[config.mk]
export PLATFORM = sky130hd
export DESIGN_NAME = mod_exp_seq
export DESIGN_NICKNAME = d
export VERILOG_FILES = /design/src/rtl/mod_exp_pkg.sv /design/src/rtl/mod_exp_seq_mod_mul.sv /design/src/rtl/mod_exp_seq.sv
export SDC_FILE = /design/constraint.sdc
export NUM_CORES = 1
export LEC_CHECK = 0
export ABC_AREA = 1
export CAP_MARGIN = 20
export CORE_UTILIZATION = 60
export DETAILED_ROUTE_END_ITERATION = 12
export PLACE_DENSITY = 0.81
export RECOVER_POWER = 50
export SLEW_MARGIN = 20
export SYNTH_ARGS = -nofsm -noshare
export SYNTH_HDL_FRONTEND = slang
export SYNTH_SLANG_ARGS = --single-unit
export TNS_END_PERCENT = 50
[constraint.sdc]
create_clock -name clk -period 6.3 [get_ports clk]
set_input_delay 1.89 -clock clk [delete_from_list [all_inputs] [get_ports clk]]
set_output_delay 1.89 -clock clk [all_outputs]
set_load 0.01 [all_outputs]
[src/rtl/mod_exp_pkg.sv]
// rtl/mod_exp_pkg.sv - shared width default and FSM state encoding for mod_exp_seq
//
// Purpose: constants shared by mod_exp_seq and its mod_mul datapath.
// Ports:   none (package).
package mod_exp_pkg;

  localparam int DEFAULT_WIDTH = 19;

  // FSM state encoding for the top-level sequencer
  localparam logic [2:0] S_IDLE   = 3'd0;
  localparam logic [2:0] S_REDUCE = 3'd1;
  localparam logic [2:0] S_SQUARE = 3'd2;
  localparam logic [2:0] S_MULT   = 3'd3;
  localparam logic [2:0] S_FINISH = 3'd4;

endpackage

[src/rtl/mod_exp_seq_mod_mul.sv]
// rtl/mod_exp_seq_mod_mul.sv - interleaved shift-add modular multiplier (a*b mod n)
//
// Purpose: computes p = a*b mod n in WIDTH+1 cycles: one load cycle (go=1)
//          followed by WIDTH double-and-add steps, MSB-first over b.
//          Requires a < n; b may be any WIDTH-bit value.
// Ports:   clk, rst  - clock, synchronous active-high reset
//          go        - load a, b, n and start (ignored bits of a busy op are restarted)
//          a, b, n   - addend operand, multiplier operand, modulus
//          p         - product register; holds the final value until the next go
//          rdy       - high during the final step cycle; p is valid from the next cycle
module mod_mul
  import mod_exp_pkg::*;
#(
  parameter int WIDTH = DEFAULT_WIDTH
) (
  input  logic             clk,
  input  logic             rst,
  input  logic             go,
  input  logic [WIDTH-1:0] a,
  input  logic [WIDTH-1:0] b,
  input  logic [WIDTH-1:0] n,
  output logic [WIDTH-1:0] p,
  output logic             rdy
);

  localparam int CW = $clog2(WIDTH + 1);

  logic [WIDTH-1:0] a_q, b_q, n_q, p_q;
  logic [CW-1:0]    cnt;
  logic             active;

  // One WIDTH+1-bit guard bit is enough: p < n, so 2p < 2n and (2p mod n) + a < 2n.
  logic [WIDTH:0]   n_ext, dbl, sum;
  logic [WIDTH-1:0] dbl_red, sum_red;

  always_comb begin
    n_ext   = {1'b0, n_q};
    dbl     = {p_q, 1'b0};
    dbl_red = (dbl >= n_ext) ? WIDTH'(dbl - n_ext) : dbl[WIDTH-1:0];
    sum     = {1'b0, dbl_red} + (b_q[WIDTH-1] ? {1'b0, a_q} : {(WIDTH+1){1'b0}});
    sum_red = (sum >= n_ext) ? WIDTH'(sum - n_ext) : sum[WIDTH-1:0];
  end

  always_ff @(posedge clk) begin
    if (rst) begin
      a_q    <= '0;
      b_q    <= '0;
      n_q    <= '0;
      p_q    <= '0;
      cnt    <= '0;
      active <= 1'b0;
    end else if (go) begin
      a_q    <= a;
      b_q    <= b;
      n_q    <= n;
      p_q    <= '0;
      cnt    <= CW'(WIDTH);
      active <= 1'b1;
    end else if (active) begin
      p_q <= sum_red;
      b_q <= b_q << 1;
      cnt <= cnt - 1'b1;
      if (cnt == CW'(1)) active <= 1'b0;
    end
  end

  assign p   = p_q;
  assign rdy = active && (cnt == CW'(1));

endmodule

[src/rtl/mod_exp_seq.sv]
// rtl/mod_exp_seq.sv - sequential left-to-right modular exponentiation (base^exponent mod modulus)
//
// Purpose: latches operands on start, reduces base mod n, then scans every
//          exponent bit MSB-first doing square (and multiply when the bit is 1)
//          through a single shared mod_mul.
// Ports:   clk, rst                 - clock, synchronous active-high reset
//          start                    - request, sampled only in IDLE
//          base, exponent, modulus  - unsigned WIDTH-bit operands
//          result                   - registered base^exponent mod modulus (0 on error)
//          busy                     - high from the cycle after accept until done
//          done                     - one-cycle completion pulse
//          error                    - pulses with done when modulus < 2
module mod_exp_seq
  import mod_exp_pkg::*;
#(
  parameter int WIDTH = DEFAULT_WIDTH
) (
  input  logic             clk,
  input  logic             rst,
  input  logic             start,
  input  logic [WIDTH-1:0] base,
  input  logic [WIDTH-1:0] exponent,
  input  logic [WIDTH-1:0] modulus,
  output logic [WIDTH-1:0] result,
  output logic             busy,
  output logic             done,
  output logic             error
);

  localparam int IW = (WIDTH > 1) ? $clog2(WIDTH) : 1;

  logic [2:0]       state;
  logic [WIDTH-1:0] base_q, exp_q, n_q;
  logic [WIDTH-1:0] acc;     // running accumulator
  logic [WIDTH-1:0] bp;      // base reduced mod n
  logic [IW-1:0]    idx;
  logic             first;   // first cycle of an op state: issue go to mod_mul
  logic             from_reduce;
  logic             err_q;

  logic             go, mm_rdy, n_ok;
  logic [WIDTH-1:0] mm_a, mm_b, mm_p, sq_src;

  assign n_ok = (n_q > WIDTH'(1));

  // mod_mul's p register still holds the previous op's result during the
  // load cycle of the next op, so operands come straight from it rather
  // than waiting a cycle for acc/bp to be captured. Only the first square
  // uses acc (=1), because p then holds b' instead.
  assign sq_src = from_reduce ? acc : mm_p;

  always_comb begin
    go   = 1'b0;
    mm_a = '0;
    mm_b = '0;
    case (state)
      S_REDUCE: begin
        go   = first && n_ok;
        mm_a = WIDTH'(1);
        mm_b = base_q;
      end
      S_SQUARE: begin
        go   = first;
        mm_a = sq_src;
        mm_b = sq_src;
      end
      S_MULT: begin
        go   = first;
        mm_a = mm_p;
        mm_b = bp;
      end
      default: ;
    endcase
  end

  mod_mul #(.WIDTH(WIDTH)) u_mod_mul (
    .clk (clk),
    .rst (rst),
    .go  (go),
    .a   (mm_a),
    .b   (mm_b),
    .n   (n_q),
    .p   (mm_p),
    .rdy (mm_rdy)
  );

  always_ff @(posedge clk) begin
    if (rst) begin
      state       <= S_IDLE;
      base_q      <= '0;
      exp_q       <= '0;
      n_q         <= '0;
      acc         <= '0;
      bp          <= '0;
      idx         <= '0;
      first       <= 1'b0;
      from_reduce <= 1'b0;
      err_q       <= 1'b0;
      result      <= '0;
      busy        <= 1'b0;
      done        <= 1'b0;
      error       <= 1'b0;
    end else begin
      done  <= 1'b0;
      error <= 1'b0;
      case (state)
        S_IDLE: begin
          if (start) begin
            base_q      <= base;
            exp_q       <= exponent;
            n_q         <= modulus;
            idx         <= IW'(WIDTH - 1);
            acc         <= WIDTH'(1);
            first       <= 1'b1;
            from_reduce <= 1'b0;
            err_q       <= 1'b0;
            busy        <= 1'b1;
            state       <= S_REDUCE;
          end
        end
        S_REDUCE: begin
          if (first && !n_ok) begin
            err_q <= 1'b1;
            first <= 1'b0;
            state <= S_FINISH;
          end else begin
            first <= 1'b0;
            if (mm_rdy) begin
              first       <= 1'b1;
              from_reduce <= 1'b1;
              state       <= S_SQUARE;
            end
          end
        end
        S_SQUARE, S_MULT: begin
          if (first) begin
            first <= 1'b0;
            if (from_reduce) begin
              bp          <= mm_p;
              from_reduce <= 1'b0;
            end else begin
              acc <= mm_p;
            end
          end
          if (mm_rdy) begin
            first <= 1'b1;
            if (state == S_SQUARE && exp_q[idx]) begin
              state <= S_MULT;
            end else if (idx == '0) begin
              state <= S_FINISH;
            end else begin
              idx   <= idx - 1'b1;
              state <= S_SQUARE;
            end
          end
        end
        S_FINISH: begin
          result <= err_q ? '0 : mm_p;
          acc    <= err_q ? '0 : mm_p;
          done   <= 1'b1;
          error  <= err_q;
          busy   <= 1'b0;
          state  <= S_IDLE;
        end
        default: state <= S_IDLE;
      endcase
    end
  end

endmodule

* Yosys cells after proc, flatten, opt, wreduce, memory -nomap -nowiden *
Index checks and enable logic that the tools add are counted.

operators by class
  eq/ne operators = 14
  mux-type cells = 45
  add/subtract/negate cells = 5
  reduce and logical (&&, ||, !) cells = 25
  magnitude comparators = 4
  bitwise gates (word level) = 1

operators by type and width
  operator                                                         number
  two-way mux 19 bit                                               9
  case mux 19 bit (3 select lines)                                 3
  >= comparator 20 x 19 -> 1 bit                                   2
  subtractor 19 bit                                                2
  two-way mux 5 bit                                                6
  adder 19 x 19 -> 20 bit                                          1
  greater-than comparator 19 x 1 -> 1 bit (second input constant)  1
  two-way mux 3 bit                                                6
  two-way mux 1 bit                                                13
  inequality test 2 bit (second input constant)                    6
  AND reduction 3 bit                                              4
  case mux 5 bit (2 select lines)                                  1
  AND reduction 5 bit                                              2
  subtractor 5 x 1 -> 5 bit (second input constant)                2
  case mux 3 bit (3 select lines)                                  1
  nonzero test 2 bit                                               4
  == test 3 x 2 -> 1 bit (second input constant)                   2
  less-than comparator 5 x 6 -> 1 bit (second input constant)      1
  case mux 1 bit (2 select lines)                                  3
  case mux 1 bit (3 select lines)                                  2
  AND reduction 2 bit                                              3
  nonzero test 3 bit                                               2
  OR reduction 2 bit                                               3
  binary-select mux 1 bit (select 5 bit)                           1
  10 further kinds                                                 14

word-level totals
  bits in registers = 210
  word-level logic and storage cells = 115
  output and inout port bits = 22
  input port bits = 60

* Depth between registers and ports, before layout *
Gate-level depths: netlist of run 1.

  word-level depth = 6
  depth in mapped cells = 43

* Modules after synthesis *
A second synthesis of run 1 with hierarchy kept.

second synthesis, totals
  cell total of the unflattened synthesis = 1856
  area total of the unflattened synthesis = 12479.5 um^2

by module, submodules not included
  module       area each (um^2)  cells each  seq. area each (um^2)  instances
  mod_mul      6792.8            1068        1641.6                 1
  mod_exp_seq  5686.7            788         2562.5                 1

* Least setup slack after synthesis of run 1 *
OpenSTA, ideal clock, no wires.

  kind = reg2reg
  start point = register u_mod_mul.n_q[0]
  end point = register u_mod_mul.p_q[11], in the netlist u_mod_mul.p[11]
  slack = 1.624 ns
  period minus slack after synthesis = 4.676 ns
  arrival = 4.544 ns
  data required time = 6.168 ns
  stages on the path, launching flop included = 40
  path through = dfxtp_1 inv_1 fa_1 nand2_1 inv_1 nand2_1 nand2_1 a21oi_2 o21ai_2 nand2_1 nand2_2 o21ai_2 nand2_4 buf_4 nor2_1 a21oi_1 ha_1 a21oi_1 [4 not listed] nand2_1 nand2_1 inv_1 ha_1 nand2_1 inv_1 nand2_1 nand2_1 a21oi_1 nand3_1 nand2_1 nand2_1 nand2_2 buf_6 buf_12 nand3_2 nand3_1 a21oi_1

on the way
  word-level cells in the longest chain between the ends = 5
  elaborated cells between the ends (all ways) = 7
  those cells by class = add/sub: 3; order compare: 2; mux: 2

RTL lines
  item                                                                 line                       RTL
  start: declaration                                                   mod_exp_seq_mod_mul.sv:28  logic [WIDTH-1:0] a_q, b_q, n_q, p_q;
  start signal: assignment                                             mod_exp_seq_mod_mul.sv:55  n_q <= n;
  subtractor 19 bit or >= comparator 20 x 19 -> 1 bit (tied branches)  mod_exp_seq_mod_mul.sv:39  dbl_red = (dbl >= n_ext) ? WIDTH'(dbl - n_ext) : dbl[WIDTH-1:0];
  two-way mux 19 bit                                                   mod_exp_seq_mod_mul.sv:39
  adder 19 x 19 -> 20 bit                                              mod_exp_seq_mod_mul.sv:40  sum = {1'b0, dbl_red} + (b_q[WIDTH-1] ? {1'b0, a_q} : {(WIDTH+1){1'b0}});
  subtractor 19 bit or >= comparator 20 x 19 -> 1 bit (tied branches)  mod_exp_seq_mod_mul.sv:41  sum_red = (sum >= n_ext) ? WIDTH'(sum - n_ext) : sum[WIDTH-1:0];
  two-way mux 19 bit *                                                 mod_exp_seq_mod_mul.sv:41
  end signal: assignment                                               mod_exp_seq_mod_mul.sv:60  p_q <= sum_red;
  end: declaration                                                     mod_exp_seq_mod_mul.sv:28

Every way passes the cells marked *; elsewhere a longest branch is shown, timed or not.
A chain may end at the register's enable or synchronous reset.

* Worst setup path after layout of run 1 *
  start point = register u_mod_mul.n_q[0]
  end point = register u_mod_mul.p_q[4], in the netlist u_mod_mul.p[4]

The elaborated chain is that of the path after synthesis.

==> flow_summary.yaml, run 1 <==
yosys:
  ys_seq_elements: 210
  ys_top_cells_by_area: "dfxtp_1 (34%), nand2_1 (12%), a21oi_1 (9.6%)"
  synth_area_per_cell_um2: 6.80
  yosys.area.top_type: "dfxtp_1"
  syn_area_um2: 12500
  async_flop_share_pct: 0
  synth_nets: 1955
  ys_seq_area_share_pct: 33.7
  ys_types: 50
  synthFlopType: "dfxtp_1"
  yosysWarnings: 0
  synth_edf_count: 0
  synth_top_area_share_pct: 33.7
  synthCells: 1832
route:
  ant_nets: 0
  wl_per_cell_um: 17.7
  vias: 12500
  routed_wirelength_um: 38100
  first_pass_iters: 7
  remaining_drc_errors: 0
  vias_per_cell: 5.79
  drt_iter0_drc: 953
floorplan:
  io_pins: 82
  rows: 52
  core-area_um2: 20300
  die_y_um: 146
  die_w_um: 146
  dieArea_um2: 21400
  start_util_pct: 61.4
grt:
  grt_max_degree: 79
  gr-total-overflow: 0
  grt_antenna_before_repair: 0
  grt_pass1_wl_um: 60200
  grt_pass1_vias: 11600
  grt_use_total_pct: 35.2
cells_and_area:
  n_antenna_cell: 0
  layout-drive-gt1-share_pct: 5.68
  area.growth.synth_to_final_pct: 12.4
  fin_nets: 1994
worst_hold_path:
  holdPathStages: 2
  hp-class: "register to register"
worst_setup_path:
  crit_path_frequent_cell: "nand2_1"
  crit_path_start_kind: "register"
  worstPathMaxFanout: 37
  r2r_cells: 34
  slowest_delay_ns: 0.45
  crit_slowest_cell: "fa_1"
  cp-end-kind: "register"
  required_ns: 6.72
  worst-setup-path-type: "register to register"
  critPathArrivalTime_ns: 6.24
place:
  dp_hpwl_um: 28200
  gp_congestion: 1.01
  port_buffers: 81
clocking:
  clk_latency_ns: 0.52
  path_clk_slew_ns: 0.06
  cts-root-buf: "clkbuf_16"
  cts_tree: "done"
  h-tree-depth: 1
  numCtsBuffers: 23
  clock_sinks: 210
  postCtsSetupBuffers: 0
  cts.path.max_buffers: 3
sta:
  hold_viol_final: 0
  post-route-period-util_pct: 92.4
  drv_slew: 76
  slew_headroom_pct: -132
  finalClockSkew_ns: 0.0215
  setup_tns_ns: 0
  setup_viol: 0
  clock.fmax_ghz: 0.172
  fin_crit_ns: 5.82
  grt_setup_unrepaired: "no"
  worst_hold_slack_ns: 0.450
  worstMarginPinSlew_ns: 3.48
run_status:
  status: "finished, violations left"
  violations: "max-capacitance violations, max-slew violations"
flow_run:
  drv_cap: 1
[cell usage after synthesis (2+ instances only)]
cell type,count
nand3b_1,6
a31oi_1,32
o211ai_1,13
o22ai_1,8
fa_1,3
o21ai_0,156
nand2_1,390
buf_2,23
o221ai_1,4
nor2_1,112
nand3_1,134
xnor2_1,16
nor2_4,6
or2_1,2
dfxtp_1,210
o21ai_1,7
buf_6,3
nor3_1,4
nor4_1,2
a21o_1,4
or2_2,7
o31ai_1,2
ha_1,60
buf_1,4
o21bai_1,8
nand3_2,13
a22o_1,7
o21ai_2,4
inv_2,6
xor2_1,27
nand4_1,15
a21oi_2,2
a21oi_1,240
clkbuf_1,51
inv_1,218
nand2_4,2
nand2_2,12
buf_4,7
[worst paths after layout]
| kind | startpoint | endpoint | slack (ns) |
|---|---|---|---|
| min reg2reg | exp_q[6] | exp_q[6] | 0.45 |
| max | u_mod_mul.n_q[0] | u_mod_mul.p[4] | 0.48 |
| min | exp_q[6] | exp_q[6] | 0.45 |
| max reg2reg | u_mod_mul.n_q[0] | u_mod_mul.p[4] | 0.48 |
[layout make-up]
| cell class | instances | area [µm²] |
|---|---|---|
| Timing Repair Buffer | 104 | 970 |
| Tap cell | 270 | 338 |
| Inverter | 225 | 845 |
| Clock buffer | 32 | 639 |
| Fill cell | 1830 | 6290 |
| Sequential cell | 210 | 4200 |
| Clock inverter | 7 | 48.8 |
| Multi-Input combinational cell | 1307 | 6970 |
[cell families after synthesis]
group | Yosys count | share of synthesized area (%)
buf+inv | 315 | 10.3
flops | 210 | 33.7
xor+xnor | 43 | 3.02
simple gates | 710 | 25.1
fa+ha+maj | 63 | 6.50
compound gates | 491 | 21.3
[metrics by stage]
step | std cells | cell area, µm² | setup slack [ns] | util [%]
4_1_cts | 2155 | 14000 | 0.434 | 69.2
3_5_place_dp | 2116 | 13400 | 0.466 | 65.8
5_1_grt | 2155 | 14000 | 0.00986 | 69.0
2_1_floorplan | 1832 | 12500 | 1.62 | -
6_report | 2155 | 14000 | 0.480 | 69.0
3_3_place_gp | 2116 | 13400 | 0.563 | 65.8
[cells in the final DEF (no fill, tap or decap), types with 4 or more instances in the layout]
cell / instances
xnor2_1: 16
clkdlybuf4s50_1: 61
nand3_1: 134
a21oi_1: 240
a22o_1: 7
nand2_1: 390
clkbuf_16: 23
o21ai_0: 157
ha_1: 60
nand3_2: 13
o21ai_1: 6
a21o_1: 4
inv_2: 5
dfxtp_1: 210
clkbuf_1: 9
nor2_1: 114
inv_1: 219
o221ai_1: 4
o21bai_1: 8
nor3_1: 5
nand3b_1: 6
a31oi_1: 32
or2_2: 7
nand4_1: 15
buf_4: 21
nand2_2: 11
o22ai_1: 8
nor2_4: 4
dlygate4sd3_1: 19
xor2_1: 27
o211ai_1: 13
[worst max-delay path, delay by kind of cell (launching register included)]
| family | cells | cell delay (ns) |
|---|---|---|
| AND/OR/NAND/NOR | 19 | 2.10 |
| adder cells (fa/ha/maj) | 3 | 1.24 |
| AO/OA/AOI/OAI | 6 | 1.15 |
| buffers and inverters | 5 | 0.50 |
| flip-flops | 1 | 0.38 |
| XOR/XNOR | 1 | 0.33 |
[flip-flops by register name (all words and copies together) (netlist names), 19 cells and up]
name	cells
acc	19
base_q	19
bp	19
exp_q	19
n_q	19
result	19
u_mod_mul.a_q	19
u_mod_mul.b_q	19
u_mod_mul.n_q	19
u_mod_mul.p	19
[timing repair]
item | 4_1_cts | 5_1_grt
hold buffers | 0 | 0
endpoints found under the setup margin | 0 | 19
resized for setup | 0 | 2
[per-layer routing]
metal / vias up / GRT usage (%) / part of all wire [%]
met5: - / 0 / 0
met4: 0 / 11.0 / 3.4
met3: 80 / 7.84 / 10
met2: 556 / 54.0 / 43
met1: 5704 / 49.2 / 44
li1: 6144 / - / -
Power of run 1 is left out: the tool's default activity adds up to more than one toggle a clock period on the data nets, which glitch-free logic cannot reach.
==> run 2: changes to the inputs <==
REMOVE_ABC_BUFFERS = 1   (was default)
==> run 2 against run 1 <==
The run still ends with max-capacitance violations, max-slew violations left. Final cell count about the same. Non-clock buffer count rose by 2. Flip-flop and latch count is the same.
==> flow_summary.yaml, run 2 (same netlist as run 1, synthesis figures left out) <==
clocking:
  numCtsBuffers: 22
  cts-root-buf: "clkbuf_16"
  path_clk_slew_ns: 0.06
  cts_tree: "done"
  clk_latency_ns: 0.53
  cts_hold_buf: 0
  h-tree-depth: 1
  cts.path.max_buffers: 3
  clock_sinks: 210
route:
  routed.top_layer: "met4"
  ant_nets: 0
  wl_per_cell_um: 18.1
  vias: 12700
  first_pass_iters: 7
  remaining_drc_errors: 0
  routed_wirelength_um: 39000
  drt_iter0_drc: 1188
  vias_per_cell: 5.88
  wl_met2_um: 17800
  wl_met3_um: 3190
  m1WireLength_um: 16300
worst_setup_path:
  worstPathMaxFanout: 47
  r2r_cells: 8
  worst-setup-path-type: "register to register"
  cp-startpoint: "state[1]"
  required_ns: 6.67
  critPathArrivalTime_ns: 6.30
  slowest_delay_ns: 1.96
  cp-end-kind: "register"
  crit_slowest_cell: "o21ai_1"
  r2r-start: "state[1]"
  crit_path_start_kind: "register"
  crit_path_frequent_cell: "inv_1"
  crit_chain: "inv_1, nor2_1, inv_1, o21ai_1, clkinv_1, clkbuf_2, o21ai_0, a21oi_1"
grt:
  grt_max_degree: 99
  grt_pass1_vias: 11700
  grt_pass1_wl_um: 61800
  grt_antenna_before_repair: 0
  gr-total-overflow: 0
  grt_use_total_pct: 36.0
cells_and_area:
  fin_nets: 1995
  layout_commonest_cell: "nand2_1"
  n_antenna_cell: 0
  area.growth.synth_to_final_pct: 12.9
  layout-drive-gt1-share_pct: 5.88
  final_util_pct: 69.3
  mostFrequentLayoutCells: "nand2_1 (389), a21oi_1 (240), inv_1 (219)"
floorplan:
  core-area_um2: 20300
  die_w_um: 146
  start_util_pct: 61.4
  die_y_um: 146
  io_pins: 82
  rows: 52
  dieArea_um2: 21400
place:
  port_buffers: 81
  dp_hpwl_um: 28400
  post-place-ws_ns: 0.495
  gp_congestion: 0.980
sta:
  worstMarginPinSlew_ns: 2.38
  drv_slew: 79
  setup_tns_ns: 0
  slew_headroom_pct: -59.4
  clock.fmax_ghz: 0.169
  finalClockSkew_ns: 0.0138
  setup_viol: 0
  layout_setup_ws_ns: 0.366
  grt_setup_unrepaired: "no"
  hold_viol_final: 0
  post-route-period-util_pct: 94.2
  fin_crit_ns: 5.93
worst_hold_path:
  min_from: "exp_q[6]"
  hp-class: "register to register"
  holdPathStages: 2
run_status:
  violations: "max-capacitance violations, max-slew violations"
  status: "finished, violations left"
flow_run:
  drv_cap: 3
run 2: layout make-up:
cell class / count / area [µm²]
flip-flops and latches: 210 / 4200
inverters: 225 / 845
well taps: 270 / 338
multi-input cells: 1307 / 6950
clock inverters: 9 / 134
repair buffers: 106 / 988
fillers: 1805 / 6230
clock buffers: 30 / 611
run 2: stage by stage:
| stage | hold slack [ns] | cells | area, µm² |
|---|---|---|---|
| after floorplan | 0.426 | 1742 | 12000 |
| after global placement | 0.440 | 2118 | 13400 |
| after detailed placement | 0.446 | 2118 | 13400 |
| after CTS | 0.455 | 2157 | 14100 |
| after global routing | 0.473 | 2157 | 14100 |
| final | 0.454 | 2157 | 14100 |
run 2: worst paths after layout:
kind / end / slack [ns]
min: exp_q[6] / 0.45
max: u_mod_mul.n_q[0] / 0.37
min reg2reg: exp_q[6] / 0.45
max reg2reg: u_mod_mul.n_q[0] / 0.37
run 2: worst max-delay path: cells and delay by family, from the launching register on:
| kind | cells | cell delay [ns] |
|---|---|---|
| compound gates | 3 | 2.56 |
| buf+inv | 4 | 1.80 |
| flops | 1 | 0.36 |
| simple gates | 1 | 1.04 |
run 2: repair_timing:
item,CTS,global route
buffers inserted,0,0
setup endpoints to repair,0,12
gates resized for setup,0,1
run 2: per-layer routing:
| layer | up-vias | GRT usage [%] |
|---|---|---|
| li1 | 6151 | - |
| met1 | 5850 | 47.3 |
| met2 | 578 | 58.7 |
| met3 | 97 | 4.72 |
| met4 | 0 | 16.9 |
| met5 | - | 0 |
Power of run 2 is left out for the same reason.
